`config.mk`:
```
export PLATFORM = sky130hd
export DESIGN_NAME = download_ctrl
export DESIGN_NICKNAME = d
export VERILOG_FILES = /design/src/rtl/download_ctrl_pkg.sv /design/src/rtl/dl_reset_stretch.sv /design/src/rtl/download_ctrl.sv
export SDC_FILE = /design/constraint.sdc
export NUM_CORES = 1
export LEC_CHECK = 0
export ABC_AREA = 1
export BUFFER_PORTS_ARGS = -buffer_cell sky130_fd_sc_hd__buf_2
export CAP_MARGIN = 20
export CELL_PAD_IN_SITES_DETAIL_PLACEMENT = 1
export CELL_PAD_IN_SITES_GLOBAL_PLACEMENT = 2
export CORE_MARGIN = 2
export CORE_UTILIZATION = 24
export CTS_CLUSTER_SIZE = 14
export DETAILED_ROUTE_END_ITERATION = 7
export PLACE_DENSITY = 0.85
export REMOVE_ABC_BUFFERS = 1
export SETUP_SLACK_MARGIN = 0.05
export SLEW_MARGIN = 20
export SYNTH_ARGS = -nofsm -noshare
export SYNTH_HDL_FRONTEND = slang
export SYNTH_SLANG_ARGS = --single-unit
```
`constraint.sdc`:
```
create_clock -name clk -period 1.9 [get_ports clk]
set_clock_uncertainty 0.2 [all_clocks]
set_input_delay 0.57 -clock clk [delete_from_list [all_inputs] [get_ports clk]]
set_output_delay 0.57 -clock clk [all_outputs]
set_load 0.01 [all_outputs]
```
`src/rtl/download_ctrl_pkg.sv`:
```
// Shared types and constants for the HPS ROM/DIP download controller.
package download_ctrl_pkg;

  typedef enum logic [1:0] {
    ST_IDLE = 2'd0,
    ST_ROM  = 2'd1,
    ST_PEND = 2'd2,
    ST_HOLD = 2'd3
  } dl_state_e;

  localparam logic [7:0] IDX_ROM  = 8'd0;
  localparam logic [7:0] IDX_MODE = 8'd1;
  localparam logic [7:0] IDX_DIP  = 8'd254;

  localparam logic [1:0] GAME_BLOCKADE = 2'd0;
  localparam logic [1:0] GAME_COMOTION = 2'd1;
  localparam logic [1:0] GAME_HUSTLE   = 2'd2;
  localparam logic [1:0] GAME_BLASTO   = 2'd3;

  // Accepted-byte counter stops one past the last 14-bit address.
  localparam logic [14:0] ROM_COUNT_MAX = 15'd16384;

endpackage

```
`src/rtl/dl_reset_stretch.sv`:
```
// Loadable down-counter that times the core reset stretch after a ROM download.
module dl_reset_stretch #(
  parameter int unsigned CYCLES = 16
) (
  input  logic clk_i,
  input  logic reset_i,
  input  logic load_i,
  input  logic en_i,
  output logic done_o
);

  localparam int unsigned CW = $clog2(CYCLES + 2);

  logic [CW-1:0] cnt_q, cnt_d;

  always_comb begin
    cnt_d = cnt_q;
    if (load_i) begin
      cnt_d = CW'(CYCLES);
    end else if (en_i && (cnt_q != '0)) begin
      cnt_d = cnt_q - 1'b1;
    end
  end

  always_ff @(posedge clk_i) begin
    if (reset_i) begin
      cnt_q <= '0;
    end else begin
      cnt_q <= cnt_d;
    end
  end

  // Done during the last counted cycle so the owner leaves on the next edge.
  assign done_o = (cnt_q <= CW'(1));

endmodule

```
`src/rtl/download_ctrl.sv`:
```
// HPS download controller: ROM write port with back-pressure, game mode, DIP bytes.
// Optional ROM checksum/byte count is built when DOWNLOAD_CTRL_CHECKSUM_EN is defined.
module download_ctrl
  import download_ctrl_pkg::*;
#(
  parameter int unsigned ROM_SIZE    = 16384,
  parameter int unsigned HOLD_CYCLES = 16
) (
  input  logic        clk,
  input  logic        reset,
  input  logic        ioctl_download,
  input  logic        ioctl_wr,
  input  logic [7:0]  ioctl_index,
  input  logic [24:0] ioctl_addr,
  input  logic [7:0]  ioctl_dout,
  output logic        ioctl_wait,
  output logic [13:0] dn_addr,
  output logic [7:0]  dn_data,
  output logic        dn_wr,
  input  logic        dn_ready,
  output logic [1:0]  game_mode,
  output logic [63:0] dip_sw,
  output logic        core_reset,
  output logic        rom_error,
  output logic [7:0]  rom_sum,
  output logic [14:0] rom_count,
  output dl_state_e   dbg_state
);

  localparam logic [24:0] ROM_LIMIT = 25'(ROM_SIZE);

  dl_state_e       state_q, state_d;
  logic            dn_wr_q, dn_wr_d;
  logic [13:0]     dn_addr_q;
  logic [7:0]      dn_data_q;
  logic [1:0]      game_mode_q;
  logic [7:0][7:0] dip_q;
  logic            rom_error_q;
  logic            rom_wr, accept, err_set, rom_entry, hold_load, hold_done;

  assign rom_wr = ioctl_wr && (ioctl_index == IDX_ROM);
  assign accept = (state_q == ST_ROM) && ioctl_download && rom_wr && (ioctl_addr < ROM_LIMIT);

  // Handshake: a dn_wr pulse is one cycle and is only issued once dn_ready has
  // been sampled high; until then ioctl_wait holds the HPS off.
  always_comb begin
    state_d   = state_q;
    dn_wr_d   = 1'b0;
    err_set   = 1'b0;
    rom_entry = 1'b0;
    hold_load = 1'b0;
    case (state_q)
      ST_IDLE: begin
        if (ioctl_download && (ioctl_index == IDX_ROM)) begin
          state_d   = ST_ROM;
          rom_entry = 1'b1;
        end
      end
      ST_ROM: begin
        if (!ioctl_download) begin
          state_d   = ST_HOLD;
          hold_load = 1'b1;
        end else if (rom_wr) begin
          if (!accept) begin
            err_set = 1'b1;
          end else if (dn_ready) begin
            dn_wr_d = 1'b1;
          end else begin
            state_d = ST_PEND;
          end
        end
      end
      ST_PEND: begin
        if (ioctl_wr) begin
          err_set = 1'b1;
        end
        // Download end is picked up in ROM once the pending byte has gone out.
        if (dn_ready) begin
          dn_wr_d = 1'b1;
          state_d = ST_ROM;
        end
      end
      ST_HOLD: begin
        if (ioctl_download && (ioctl_index == IDX_ROM)) begin
          state_d   = ST_ROM;
          rom_entry = 1'b1;
        end else if (hold_done) begin
          state_d = ST_IDLE;
        end
      end
      default: state_d = ST_IDLE;
    endcase
  end

  always_ff @(posedge clk) begin
    if (reset) begin
      state_q     <= ST_IDLE;
      dn_wr_q     <= 1'b0;
      dn_addr_q   <= '0;
      dn_data_q   <= '0;
      game_mode_q <= GAME_BLOCKADE;
      dip_q       <= '0;
      rom_error_q <= 1'b0;
    end else begin
      state_q <= state_d;
      dn_wr_q <= dn_wr_d;
      if (accept) begin
        dn_addr_q <= ioctl_addr[13:0];
        dn_data_q <= ioctl_dout;
      end
      if (rom_entry) begin
        rom_error_q <= 1'b0;
      end else if (err_set) begin
        rom_error_q <= 1'b1;
      end
      if (ioctl_wr && (ioctl_index == IDX_MODE)) begin
        game_mode_q <= ioctl_dout[1:0];
      end
      if (ioctl_wr && (ioctl_index == IDX_DIP) && (ioctl_addr[24:3] == '0)) begin
        dip_q[ioctl_addr[2:0]] <= ioctl_dout;
      end
    end
  end

  dl_reset_stretch #(
    .CYCLES (HOLD_CYCLES)
  ) u_stretch (
    .clk_i   (clk),
    .reset_i (reset),
    .load_i  (hold_load),
    .en_i    (state_q == ST_HOLD),
    .done_o  (hold_done)
  );

`ifdef DOWNLOAD_CTRL_CHECKSUM_EN
  logic [7:0]  sum_q;
  logic [14:0] cnt_q;

  always_ff @(posedge clk) begin
    if (reset || rom_entry) begin
      sum_q <= '0;
      cnt_q <= '0;
    end else if (dn_wr_q) begin
      sum_q <= sum_q + dn_data_q;
      if (cnt_q < ROM_COUNT_MAX) begin
        cnt_q <= cnt_q + 15'd1;
      end
    end
  end

  assign rom_sum   = sum_q;
  assign rom_count = cnt_q;
`else
  assign rom_sum   = '0;
  assign rom_count = '0;
`endif

  assign ioctl_wait = (state_q == ST_PEND) || (accept && !dn_ready);
  assign dn_wr      = dn_wr_q;
  assign dn_addr    = dn_addr_q;
  assign dn_data    = dn_data_q;
  assign game_mode  = game_mode_q;
  assign dip_sw     = dip_q;
  assign rom_error  = rom_error_q;
  assign core_reset = reset || (state_q != ST_IDLE);
  assign dbg_state  = state_q;

endmodule

```
[Word-level counts from Yosys, hierarchy flattened]
Index checks and enable logic that the tools add are counted.
Operators by class
  equality and inequality tests: 11
  reduce and logical (&&, ||, !) cells: 24
  multiplexer cells: 28
  $add $sub $neg: 1
  magnitude comparators: 4
Operator list (count)
  $bwmux W64: 1
  $lt A25 B15 Y1 const B: 1
  $demux W8 S3: 1
  $logic_not A22 Y1: 1
  $mux W2: 8
  $mux W1: 12
  $ne A3 B3 Y1 const B: 4
  $logic_and A1 B1 Y1: 11
  $mux W5: 2
  $eq A8 B1 Y1 const B: 1
  $eq A8 B8 Y1 const B: 1
  $logic_not A8 Y1: 1
  $mux W8: 1
  $pmux W2 S4: 1
  $reduce_and A6 Y1: 1
  $reduce_or A2 Y1: 3
  $le A5 B1 Y1 const B: 1
  $reduce_bool A5 Y1: 1
  $sub A5 B1 Y5 const B: 1
  $eq A2 B2 Y1 const B: 2
  $lt A3 B4 Y1 const B: 1
  $ne A2 B2 Y1 const B: 2
  $pmux W1 S2: 2
  $reduce_bool A2 Y1: 2
  other kinds (5): 6
Word-level totals
  bits of input ports: 46
  flip-flop bits (word level): 97
  word-level logic and storage cells: 84

[Logic depth before layout (Yosys ltp)]
  depth after elaboration: 8
  depth in mapped cells: 10

[By module]
Synthesis repeated with hierarchy kept, for this count alone.
Unflattened totals
  cell total of the unflattened synthesis: 582
  area, all modules: 4489.3 um2
Modules (own cells, without submodules)
  download_ctrl: area an instance 4205.3 um2, cells an instance 543, sequential area each 1841.8 um2, times used 1
  dl_reset_stretch: area an instance 284.0 um2, cells an instance 39, sequential area each 100.1 um2, times used 1

[Worst setup path after synthesis]
No wires, ideal clock.
  kind: register -> output
  from: register state_q[0] (netlist: dbg_state[0])
  to: output port ioctl_wait
  cell stages (with the launch flop): 6
  data required time: 1.130 ns
  path slack: -0.024 ns
  arrival: 1.154 ns
  path buffers: 0
  path through: dfxtp_1 > ha_1 > nand3_1 > nor3_1 > nand3_1 > nand2_1
Between the ends
  cells in the longest elaborated chain, start to end: 6
RTL lines
  start: declaration: RTL line download_ctrl.sv:32  | dl_state_e state_q, state_d;
  start signal: assignment: RTL line download_ctrl.sv:105  | state_q <= state_d;
  $eq A2 B1 Y1: RTL line download_ctrl.sv:42  | assign accept = (state_q == ST_ROM) && ioctl_download && rom_wr && (ioctl_addr < ROM_LIMIT);
  $logic_and A1 B1 Y1 (3 in a row): RTL line download_ctrl.sv:42
  $logic_and A1 B1 Y1: RTL line download_ctrl.sv:158  | assign ioctl_wait = (state_q == ST_PEND) || (accept && !dn_ready);
  $logic_or A1 B1 Y1 *: RTL line download_ctrl.sv:158
  end: declaration: RTL line download_ctrl.sv:16  | output logic ioctl_wait,
Every way passes the cells marked *; elsewhere a longest branch is shown, timed or not.

[Worst setup path in the final report]
  from: input port ioctl_index[2]
  to: output port ioctl_wait
Between the ends
  cells in the longest elaborated chain, start to end: 6
RTL lines
  start: declaration: RTL line download_ctrl.sv:13  | input logic [7:0] ioctl_index,
  $logic_not A8 Y1: RTL line download_ctrl.sv:41  | assign rom_wr = ioctl_wr && (ioctl_index == IDX_ROM);
  $logic_and A1 B1 Y1: RTL line download_ctrl.sv:41
  $logic_and A1 B1 Y1 (2 in a row): RTL line download_ctrl.sv:42
  $logic_and A1 B1 Y1: RTL line download_ctrl.sv:158
  $logic_or A1 B1 Y1: RTL line download_ctrl.sv:158
Every way passes these cells.

==> metrics <==
run status finished, violations left; failing checks negative setup slack; mean number of vias per cell 4.61; Die Wd 140 um; DR iter-0 viols 240; global-route wire length before repair 23.8 mm; DRC 0; top_reg_cell synth dfxtp_1; I/O pin cnt 163; fin. max-slew vios 0; Detail Placement HPWL 11.1 mm; initial antenna violation count 0; Post-synth EDFFs 0; most common cell in the netlist nand2_1; Peak supply drop 0.360 mV; endpoints failing hold 0; RSZ-0062 raised after global routing yes; die height 140 um; CTS root buf clkbuf_16; largest net degree at the start of global routing 66; Worst Tran Pin Value 0.746 ns; Max stage delay on crit path 0.23 ns; Min Hold Slack 0.258 ns; drt wl/cell 16.2 um; Ys Warns 0; Fmax 458 MHz; Max Cap Violations 0; clock sinks 97; Cell Pwr Density 823 mW/mm^2; Max transition margin 50.2%; vias post-DR 4,589; post-route setup slack -0.282 ns; core area 0.0181 mm^2; Die ar. 0.0197 mm^2; cell row count 49; GRT Total Usage 15.3%; critical path launch point type primary input; CTS Buffer Depth 2; GP Congestion 0.811; design area 0.00649 mm^2; class of the worst hold path register to register; leakage 2.77 nW; Pre-antenna DRT Iters 4; synthesis-to-finish area growth 45.5%; post-synthesis register bit count 97; post-synth top area share 43.5%; period utilization 115%; CP Class primary input to primary output; critical path, cell by cell buf_2 > nor2_4 > nand3_2 > nor3_4 > nand3_2 > nand2_2 > buf_6; grt ovf 0; setup slack, reg-to-reg 0.10 ns; Inst Count DP 964; Inserted Diodes 0; placed inst area 0.00553 mm^2; asr flop ratio synth 0%; fin nets 815; clock buffer count from CTS 9; CP Data Required Time 1.13 ns; CP bufs+invs 2; CTS tree yes; vias in the first global route 4,498; initial core utilization 24.7%; Max stage delay cell, worst path nor3_4; Synth area leader dfxtp_1; critical path's most frequent cell nand3_2; Post-Syn Area 0.00446 mm^2; post-synthesis sequential area ratio 43.5%; critical path arrival 1.41 ns; top cell family by delay on the critical path simple AND/OR/NAND/NOR gates; final WL 16.2 mm; Power, Total 0.00534 W; CP Capture Type primary output; # H-tree levels 3; setup_tns -0.424 ns; Final ANT Viol Nets 0; Setup-failing EPs final 2; crit path time final 2.18 ns; synth cell count leaders nand2_1, dfxtp_1, nor2_1, a21oi_1, nand4_1; largest cells by area after synthesis dfxtp_1, nand4_1, nand2_1, a21oi_1, nor2_1; fin cells 995; share of cells above drive strength 1 39.9%; Post-Synthesis Cells 575; highest net fanout along the worst path 2; syn avg cell area 7.76 um^2; clock latency on the worst-skew pair 0.34 ns; Yosys cell types 26; IO buf count 139; clock-pin slew on the worst setup and hold paths 0.07 ns
## worst paths after layout
kind | startpoint | to | depth (start not counted)
setup / recovery | ioctl_index[2] | ioctl_wait | 7
hold / removal | dip_sw[41]$_SDFFE_PP0P_ | dip_sw[41]$_SDFFE_PP0P_ | 2
setup reg to reg | dbg_state[1]$_SDFFE_PP0P_ | dn_data[6]$_SDFFE_PP0P_ | 12
hold reg to reg | dip_sw[41]$_SDFFE_PP0P_ | dip_sw[41]$_SDFFE_PP0P_ | 2
## cell families (layout without fill, tap and decap cells)
kind of cell / Yosys count / count (layout) / share of synthesized area, %
AND/OR/NAND/NOR: 274 / 274 / 28.8
buffers and inverters: 91 / 260 / 13.5
other: 1 / 23 / 0.0840
adder cells (fa/ha/maj): 8 / 8 / 2.24
AO/OA/AOI/OAI: 104 / 104 / 11.9
flip-flops: 97 / 97 / 43.5
## sequential cells by signal (all words and copies together) (netlist names)
name and cells:
u_stretch.cnt_q 5, dn_data 8, dbg_state 2, dn_addr 14, dn_wr 1, dip_sw 64
rom_error 1, game_mode 2
## metal layers
layer	wire length [um]	global-route usage (%)	vias to the layer above	share of wire, %
met3	637	3.11	10	3.9
met1	7120	18.8	2200	44
met4	158	4.20	0	0.98
li1	-	-	2274	-
met5	0	0	-	0
met2	8240	27.0	105	51
## final cells by class
class | count | area [um^2]
Sequential cell | 97 | 1940
Clock inverter | 7 | 141
Fill cell | 2182 | 11600
Tap cell | 229 | 287
Inverter | 31 | 121
Multi-Input combinational cell | 409 | 2280
Clock buffer | 9 | 225
Timing Repair Buffer | 213 | 1500
## stage by stage
stage / worst slack, ns / utilization (%)
after detailed placement: -0.320 / 30.6
after global routing: -0.353 / 35.9
final: -0.282 / 35.9
after floorplan: -1.21 / -
after global placement: -0.285 / 30.6
after CTS: -0.272 / 33.3
## cell usage in the layout, fill, tap and decap left out, types with 2 or more instances in the layout
master and count:
a211oi_1 2, a21oi_1 67, a21oi_2 5, buf_12 4, buf_2 135, buf_4 45, buf_6 22, buf_8 2
bufinv_16 4, clkbuf_16 14, conb_1 23, dfxtp_1 95, dfxtp_2 2, ha_1 4, ha_4 3, inv_1 25
inv_2 4, inv_4 2, nand2_1 89, nand2_2 9, nand3_1 11, nand3_2 6, nand3_4 3, nand4_1 65
nor2_1 56, nor2_2 23, nor2_4 3, nor3_1 2, o21ai_0 4, o21ai_1 16, o21ai_2 8
## timing repair
item / 4_1_cts / 5_1_grt
gates cloned: 0 / 5
hold buffers: 0 / 0
resized for setup: 26 / 102
pin swaps: 7 / 14
endpoints found under the setup margin: 4 / 91
setup buffers: 4 / 7
## power breakdown
part	internal, W	switching (W)	total, W	leakage [nW]
Sequential	0.00207	0.0000268	0.00209	0.782
Combinational	0.000456	0.000543	0.000999	1.81
Clock	0.00142	0.000825	0.00225	0.176
Total	0.00395	0.00139	0.00534	2.77
## worst reg2reg max path: cells and delay by family, from the launching register on
| family | cells | cell delay [ns] |
|---|---|---|
| DFF | 1 | 0.33 |
| adders and majority gates | 1 | 0.16 |
| buffers and inverters | 7 | 0.69 |
| and+or+nand+nor | 4 | 0.30 |
Power figures use the tool's default switching activity.
